--- src/rtl/cpu_pkg.sv ---
// Shared core definitions: exception codes, the NOP encoding and the
// pipeline-stage occupancy state encoding.
package cpu_pkg;

  localparam int CPU_EXC_W = 5;

  localparam logic [CPU_EXC_W-1:0] EXC_INT  = 5'd0;
  localparam logic [CPU_EXC_W-1:0] EXC_ADEL = 5'd4;
  localparam logic [CPU_EXC_W-1:0] EXC_RI   = 5'd10;
  localparam logic [CPU_EXC_W-1:0] EXC_OV   = 5'd12;

  // sll $0,$0,0 -- the canonical MIPS bubble.
  localparam logic [31:0] CPU_NOP_INSTR = 32'h0000_0000;

  typedef enum logic [1:0] {
    ST_EMPTY = 2'd0,
    ST_ONE   = 2'd1,
    ST_FULL  = 2'd2
  } skid_state_e;

endpackage

--- src/rtl/pipe_slot.sv ---
// One payload register of a pipeline stage: loads on demand, clears to a
// fixed bubble value on reset or clear.
module pipe_slot #(
  parameter int            W       = 70,
  parameter logic [W-1:0]  CLR_VAL = '0
) (
  input  logic         clk,
  input  logic         reset,
  input  logic         clear,
  input  logic         load,
  input  logic [W-1:0] d,
  output logic [W-1:0] q
);

  // NOTE: the payload itself is reset, not only a valid bit, because an empty
  // slot must always present a NOP bubble downstream.
  always_ff @(posedge clk) begin
    if (reset || clear) begin
      // NOTE: non-blocking assignment so every flop samples pre-edge values.
      q <= CLR_VAL;
    end else if (load) begin
      q <= d;
    end
  end

endmodule

--- src/rtl/pipe_stage_skid.sv ---
// Valid/ready pipeline stage register for instr/PC/ExcCode/delay-slot payload,
// with an optional 2-entry skid buffer that keeps in_ready off the comb path.
module pipe_stage_skid
  import cpu_pkg::*;
#(
  parameter int                 INSTR_W   = 32,
  parameter int                 PC_W      = 32,
  parameter int                 EXC_W     = CPU_EXC_W,
  parameter bit                 SKID      = 1'b1,
  parameter logic [INSTR_W-1:0] NOP_INSTR = CPU_NOP_INSTR
) (
  input  logic               clk,
  input  logic               reset,
  input  logic               flush,
  input  logic               in_valid,
  output logic               in_ready,
  input  logic [INSTR_W-1:0] in_instr,
  input  logic [PC_W-1:0]    in_pc,
  input  logic [EXC_W-1:0]   in_exc,
  input  logic               in_bd,
  output logic               out_valid,
  input  logic               out_ready,
  output logic [INSTR_W-1:0] out_instr,
  output logic [PC_W-1:0]    out_pc,
  output logic [EXC_W-1:0]   out_exc,
  output logic               out_bd,
  output logic [1:0]         occupancy
);

  localparam int             PAY_W   = INSTR_W + PC_W + EXC_W + 1;
  localparam logic [PAY_W-1:0] PAY_NOP = {NOP_INSTR, {(PC_W + EXC_W + 1){1'b0}}};

  logic [PAY_W-1:0] in_pay;
  logic [PAY_W-1:0] head_q;

  assign in_pay = {in_instr, in_pc, in_exc, in_bd};
  assign {out_instr, out_pc, out_exc, out_bd} = head_q;

  if (SKID) begin : g_skid
    skid_state_e      state_q, state_d;
    logic             in_ready_q;
    logic             push, pop;
    logic             head_load, head_clear, head_from_skid;
    logic             skid_load, skid_clear;
    logic [PAY_W-1:0] skid_q;
    logic [PAY_W-1:0] head_d;

    assign push      = in_valid & in_ready_q;
    assign pop       = (state_q != ST_EMPTY) & out_ready;
    assign in_ready  = in_ready_q;
    assign out_valid = (state_q != ST_EMPTY);
    assign occupancy = state_q;
    assign head_d    = head_from_skid ? skid_q : in_pay;

    // NOTE: every always_comb output gets a default first so no latch is inferred.
    always_comb begin
      state_d        = state_q;
      head_load      = 1'b0;
      head_clear     = 1'b0;
      head_from_skid = 1'b0;
      skid_load      = 1'b0;
      skid_clear     = 1'b0;
      if (flush) begin
        state_d    = ST_EMPTY;
        head_clear = 1'b1;
        skid_clear = 1'b1;
      end else begin
        unique case (state_q)
          ST_EMPTY: begin
            if (push) begin
              state_d   = ST_ONE;
              head_load = 1'b1;
            end
          end
          ST_ONE: begin
            if (push && !pop) begin
              state_d   = ST_FULL;
              skid_load = 1'b1;
            end else if (push && pop) begin
              head_load = 1'b1;
            end else if (pop) begin
              state_d    = ST_EMPTY;
              head_clear = 1'b1;
            end
          end
          ST_FULL: begin
            // in_ready is low here, so only a pop can happen.
            if (pop) begin
              state_d        = ST_ONE;
              head_load      = 1'b1;
              head_from_skid = 1'b1;
              skid_clear     = 1'b1;
            end
          end
          default: begin
            state_d    = ST_EMPTY;
            head_clear = 1'b1;
            skid_clear = 1'b1;
          end
        endcase
      end
    end

    // in_ready is computed from the next state so it is already low in the
    // first FULL cycle and no push can ever be lost.
    always_ff @(posedge clk) begin
      if (reset) begin
        state_q    <= ST_EMPTY;
        in_ready_q <= 1'b1;
      end else begin
        state_q    <= state_d;
        in_ready_q <= (state_d != ST_FULL);
      end
    end

    pipe_slot #(.W(PAY_W), .CLR_VAL(PAY_NOP)) u_head (
      .clk   (clk),
      .reset (reset),
      .clear (head_clear),
      .load  (head_load),
      .d     (head_d),
      .q     (head_q)
    );

    pipe_slot #(.W(PAY_W), .CLR_VAL(PAY_NOP)) u_skid (
      .clk   (clk),
      .reset (reset),
      .clear (skid_clear),
      .load  (skid_load),
      .d     (in_pay),
      .q     (skid_q)
    );
  end else begin : g_pass
    logic valid_q;
    logic push, pop;

    assign in_ready  = ~valid_q | out_ready;
    assign push      = in_valid & in_ready;
    assign pop       = valid_q & out_ready;
    assign out_valid = valid_q;
    assign occupancy = {1'b0, valid_q};

    always_ff @(posedge clk) begin
      if (reset || flush) begin
        valid_q <= 1'b0;
      end else if (push) begin
        valid_q <= 1'b1;
      end else if (pop) begin
        valid_q <= 1'b0;
      end
    end

    pipe_slot #(.W(PAY_W), .CLR_VAL(PAY_NOP)) u_head (
      .clk   (clk),
      .reset (reset),
      .clear (flush | (pop & ~push)),
      .load  (push),
      .d     (in_pay),
      .q     (head_q)
    );
  end

endmodule

--- config.mk ---
export PLATFORM = sky130hd
export DESIGN_NAME = pipe_stage_skid
export DESIGN_NICKNAME = d
export VERILOG_FILES = /design/src/rtl/cpu_pkg.sv /design/src/rtl/pipe_slot.sv /design/src/rtl/pipe_stage_skid.sv
export SDC_FILE = /design/constraint.sdc
export NUM_CORES = 1
export LEC_CHECK = 0
export ABC_CLOCK_PERIOD_IN_PS = 2200
export CELL_PAD_IN_SITES_DETAIL_PLACEMENT = 1
export CELL_PAD_IN_SITES_GLOBAL_PLACEMENT = 1
export CORE_ASPECT_RATIO = 0.8
export CORE_MARGIN = 4
export CORE_UTILIZATION = 30
export DETAILED_ROUTE_END_ITERATION = 8
export PLACE_DENSITY = 0.72
export SLEW_MARGIN = 40
export SYNTH_ARGS = -nofsm -noshare
export SYNTH_HDL_FRONTEND = slang
export SYNTH_SLANG_ARGS = --single-unit
--- constraint.sdc ---
create_clock -name clk -period 2.2 [get_ports clk]
set_input_delay 0.55 -clock clk [delete_from_list [all_inputs] [get_ports clk]]
set_output_delay 0.55 -clock clk [all_outputs]
set_load 0.05 [all_outputs]
==> impl_metrics.tcl, run 1 <==
set metrics [dict create \
    path_buf_inv 1 \
    vdd_drop_max_mv 0.4964 \
    slew_headroom_pct 64.33 \
    drt_pre_antenna_iters 4 \
    fp.dieW_um 172.8 \
    io_pins 149 \
    p_leak_nw 3.381 \
    synth-async-reset-ratio_pct 0 \
    num_rows 47 \
    p_sw_mw 1.742 \
    status "complete, no violations" \
    endpoint_kind "output port" \
    synth-seq-area-share_pct 43.94 \
    power_frac_clock_pct 45.8 \
    max-clock-path-buffers 2 \
    area_growth_pct 42.42 \
    htree_levels 4 \
    slowest_stage "clkdlybuf4s50_1" \
    crit_chain "clkdlybuf4s50_1" \
    cts_made_buffers 17 \
    drive_gt1_share_pct 26.13 \
    antenna_found_initial 1 \
    reg2reg_from "occupancy[0]" \
    syn_inst 728 \
    avgRoutedWirePerCell_um 17.60 \
    post-route-util_pct 44.20 \
    cts_resized 0 \
    synth.area.top_cells "dfxtp_1 44%, nor4_2 14%, nor3_2 11%" \
    cts_root_buf "clkbuf_16" \
    combPwrFrac_pct 13.4 \
    num-nets-final 946 \
    cts_tree "yes" \
    synth_edf_count 0 \
    clkSinkCount 143 \
    ys_top_cells_by_count "143 x dfxtp_1, 143 x nand2_1, 72 x a21oi_1, 71 x nor2_1, 71 x nor4_2" \
    min_path_type "reg2reg" \
    portBuffers 148 \
    min_from "g_skid.u_skid.q[61]" \
    final-hold-violation-count 0 \
    grt_pass1_wl_um 33460 \
    cp-start-kind "flip-flop" \
    via_per_inst 4.969 \
    grtUsageTotal_pct 16.97 \
    rsz0062_at_grt "no" \
    first_global_vias 6061 \
    min_period_over_period_pct 97.74 \
    max_stage_delay_ps 820 \
    clock_latency_ps 420 \
    synth-main-ff-cell "dfxtp_1" \
    ctsHoldBuffers 0 \
    fill_cells 2321 \
    period_minus_slack_ps 2150 \
    power.internal_mw 4.818 \
    drv_slew 0 \
    initial_core_util_pct 31.03 \
    synth_fp_nets 803 \
    seqPwrFrac_pct 40.7 \
    maxCapViolCount 0 \
    arrival_ps 1600 \
    cts.reportedPaths.clkPinSlew_ps 60 \
    dr.first_iter.drc_count 253 \
    die_h_um 139.8 \
    yosysWarnings 0 \
    gp_congestion 0.7237 \
    path_class "reg2out" \
    cts_setup_buffers 0 \
    required_ps 1650 \
    die-area_sq_um 24150 \
    synth_cell_types 25 \
    synth_top_area_share_pct 43.94 \
    critPathLaunch "g_skid.u_head.q[51]" \
    syn-cell-area_sq_um 6515 \
    core_sq_um 20990 \
    power.density_nw_per_um2 707.0 \
    wl_um 20310 \
    skew_ps 11.76 \
    finalSetupViolCount 0 \
    antenna_left 0 \
    worstPathMaxFanout 2 \
    max_slew.worst_pin.slew_ps 533.4 \
    swShare_pct 26.56 \
    grt-ovfl-total 0 \
    synth.largest_area_cell "dfxtp_1" \
    grt_max_degree 42 \
    drc 0 \
    clock.fmax_mhz 465.1 \
    ys_ff_latch 143 \
    synth_area_per_cell_sq_um 8.949 \
    dp_hpwl_um 13660 \
    finalPower_mw 6.560 \
    cp_top_family "buffers and inverters" \
    via_count 5734 \
]
logic make-up (layout without fill, tap and decap cells):
logic type | after synthesis | after routing | synth area share (%)
DFF | 143 | 143 | 43.94
muxes | 1 | 1 | 0.1536
and+or+nand+nor | 439 | 439 | 43.90
other | 0 | 1 | 0
AOI/OAI and AO/OA | 74 | 74 | 5.704
buffers and inverters | 71 | 227 | 6.299
per-stage QoR:
stage / hold slack, ps / instances / worst slack [ps] / TNS, ps / area [sq um]
6_report: 454.2 / 1154 / 49.79 / 0 / 9279
5_1_grt: 473.3 / 1153 / 0.1245 / 0 / 9276
4_1_cts: 457.0 / 1153 / 13.35 / 0 / 9229
3_5_place_dp: 448.6 / 1121 / -273.9 / -21500 / 8620
3_3_place_gp: 441.6 / 1121 / -163.1 / -17930 / 8620
2_1_floorplan: 436.7 / 728 / 171.0 / 0 / 6515
placed cells by master, fill, tap and decap left out, types with 4 or more instances in the layout:
cell / n
nor3_2: 70
nor2_1: 71
clkdlybuf4s50_1: 125
dfxtp_1: 143
a21oi_1: 72
buf_12: 26
dlymetal6s2s_1: 19
buf_4: 24
nor3_1: 70
nand2_1: 142
clkbuf_16: 17
nor4_2: 70
inv_6: 4
path summary, 6_finish.rpt:
check                        end  slack (ps)  cells after the start
min reg2reg  g_skid.u_skid.q[61]         450                      2
max                out_instr[13]          50                      1
max reg2reg  g_skid.u_skid.q[18]         400                      5
min          g_skid.u_skid.q[61]         450                      2
area by class of cell:
| cell class | instances | area [sq um] | area share [%] |
|---|---|---|---|
| Sequential cell | 143 | 2863 | 30.85 |
| Multi-Input combinational cell | 514 | 3274 | 35.29 |
| Clock buffer | 17 | 425.4 | 4.585 |
| Clock inverter | 15 | 183.9 | 1.982 |
| Timing Repair Buffer | 194 | 2190 | 23.60 |
| Tap cell | 269 | 336.6 | 3.627 |
| Antenna cell | 1 | 2.502 | 0.02697 |
| Inverter | 1 | 3.754 | 0.04045 |
flip-flops by register name (all words and copies together), names as in the netlist:
signal / count
occupancy: 2
in_ready: 1
g_skid.u_skid.q: 70
g_skid.u_head.q: 70
per-layer routing:
metal  track usage, %  part of all wire (%)
met5                0                 0.059
met1            23.01                    49
met4            2.981                  0.82
met2            26.91                    45
met3            5.531                   5.2
power by group through the flow:
stage / registers, mW / logic, mW / clock network, mW
final: 2.67 / 0.881 / 3.01
after global routing: 2.68 / 0.935 / 3.21
after CTS: 2.67 / 0.890 / 3.08
after detailed placement: 2.73 / 0.886 / 0
after global placement: 2.73 / 0.877 / 0
after floorplan: 2.88 / 0.345 / 0
Power figures use the tool's default switching activity.
==> run 2, diff against run 1 <==
--- a/config.mk
+++ b/config.mk
@@ -11,6 +11,7 @@
 export CORE_ASPECT_RATIO = 0.8
 export CORE_MARGIN = 4
 export CORE_UTILIZATION = 30
+export CTS_CLUSTER_DIAMETER = 80
 export DETAILED_ROUTE_END_ITERATION = 8
 export PLACE_DENSITY = 0.72
 export SLEW_MARGIN = 40
==> results of run 2 <==
Final layout, timing and power as in run 1 (identical DEF).
==> run 3, diff against run 2 <==
--- a/config.mk
+++ b/config.mk
@@ -11,6 +11,7 @@
 export CORE_ASPECT_RATIO = 0.8
 export CORE_MARGIN = 4
 export CORE_UTILIZATION = 30
+export CTS_BUF_LIST = sky130_fd_sc_hd__clkbuf_16
 export CTS_CLUSTER_DIAMETER = 80
 export DETAILED_ROUTE_END_ITERATION = 8
 export PLACE_DENSITY = 0.72
==> results of run 3 <==
Final layout, timing and power as in run 1 (identical DEF).
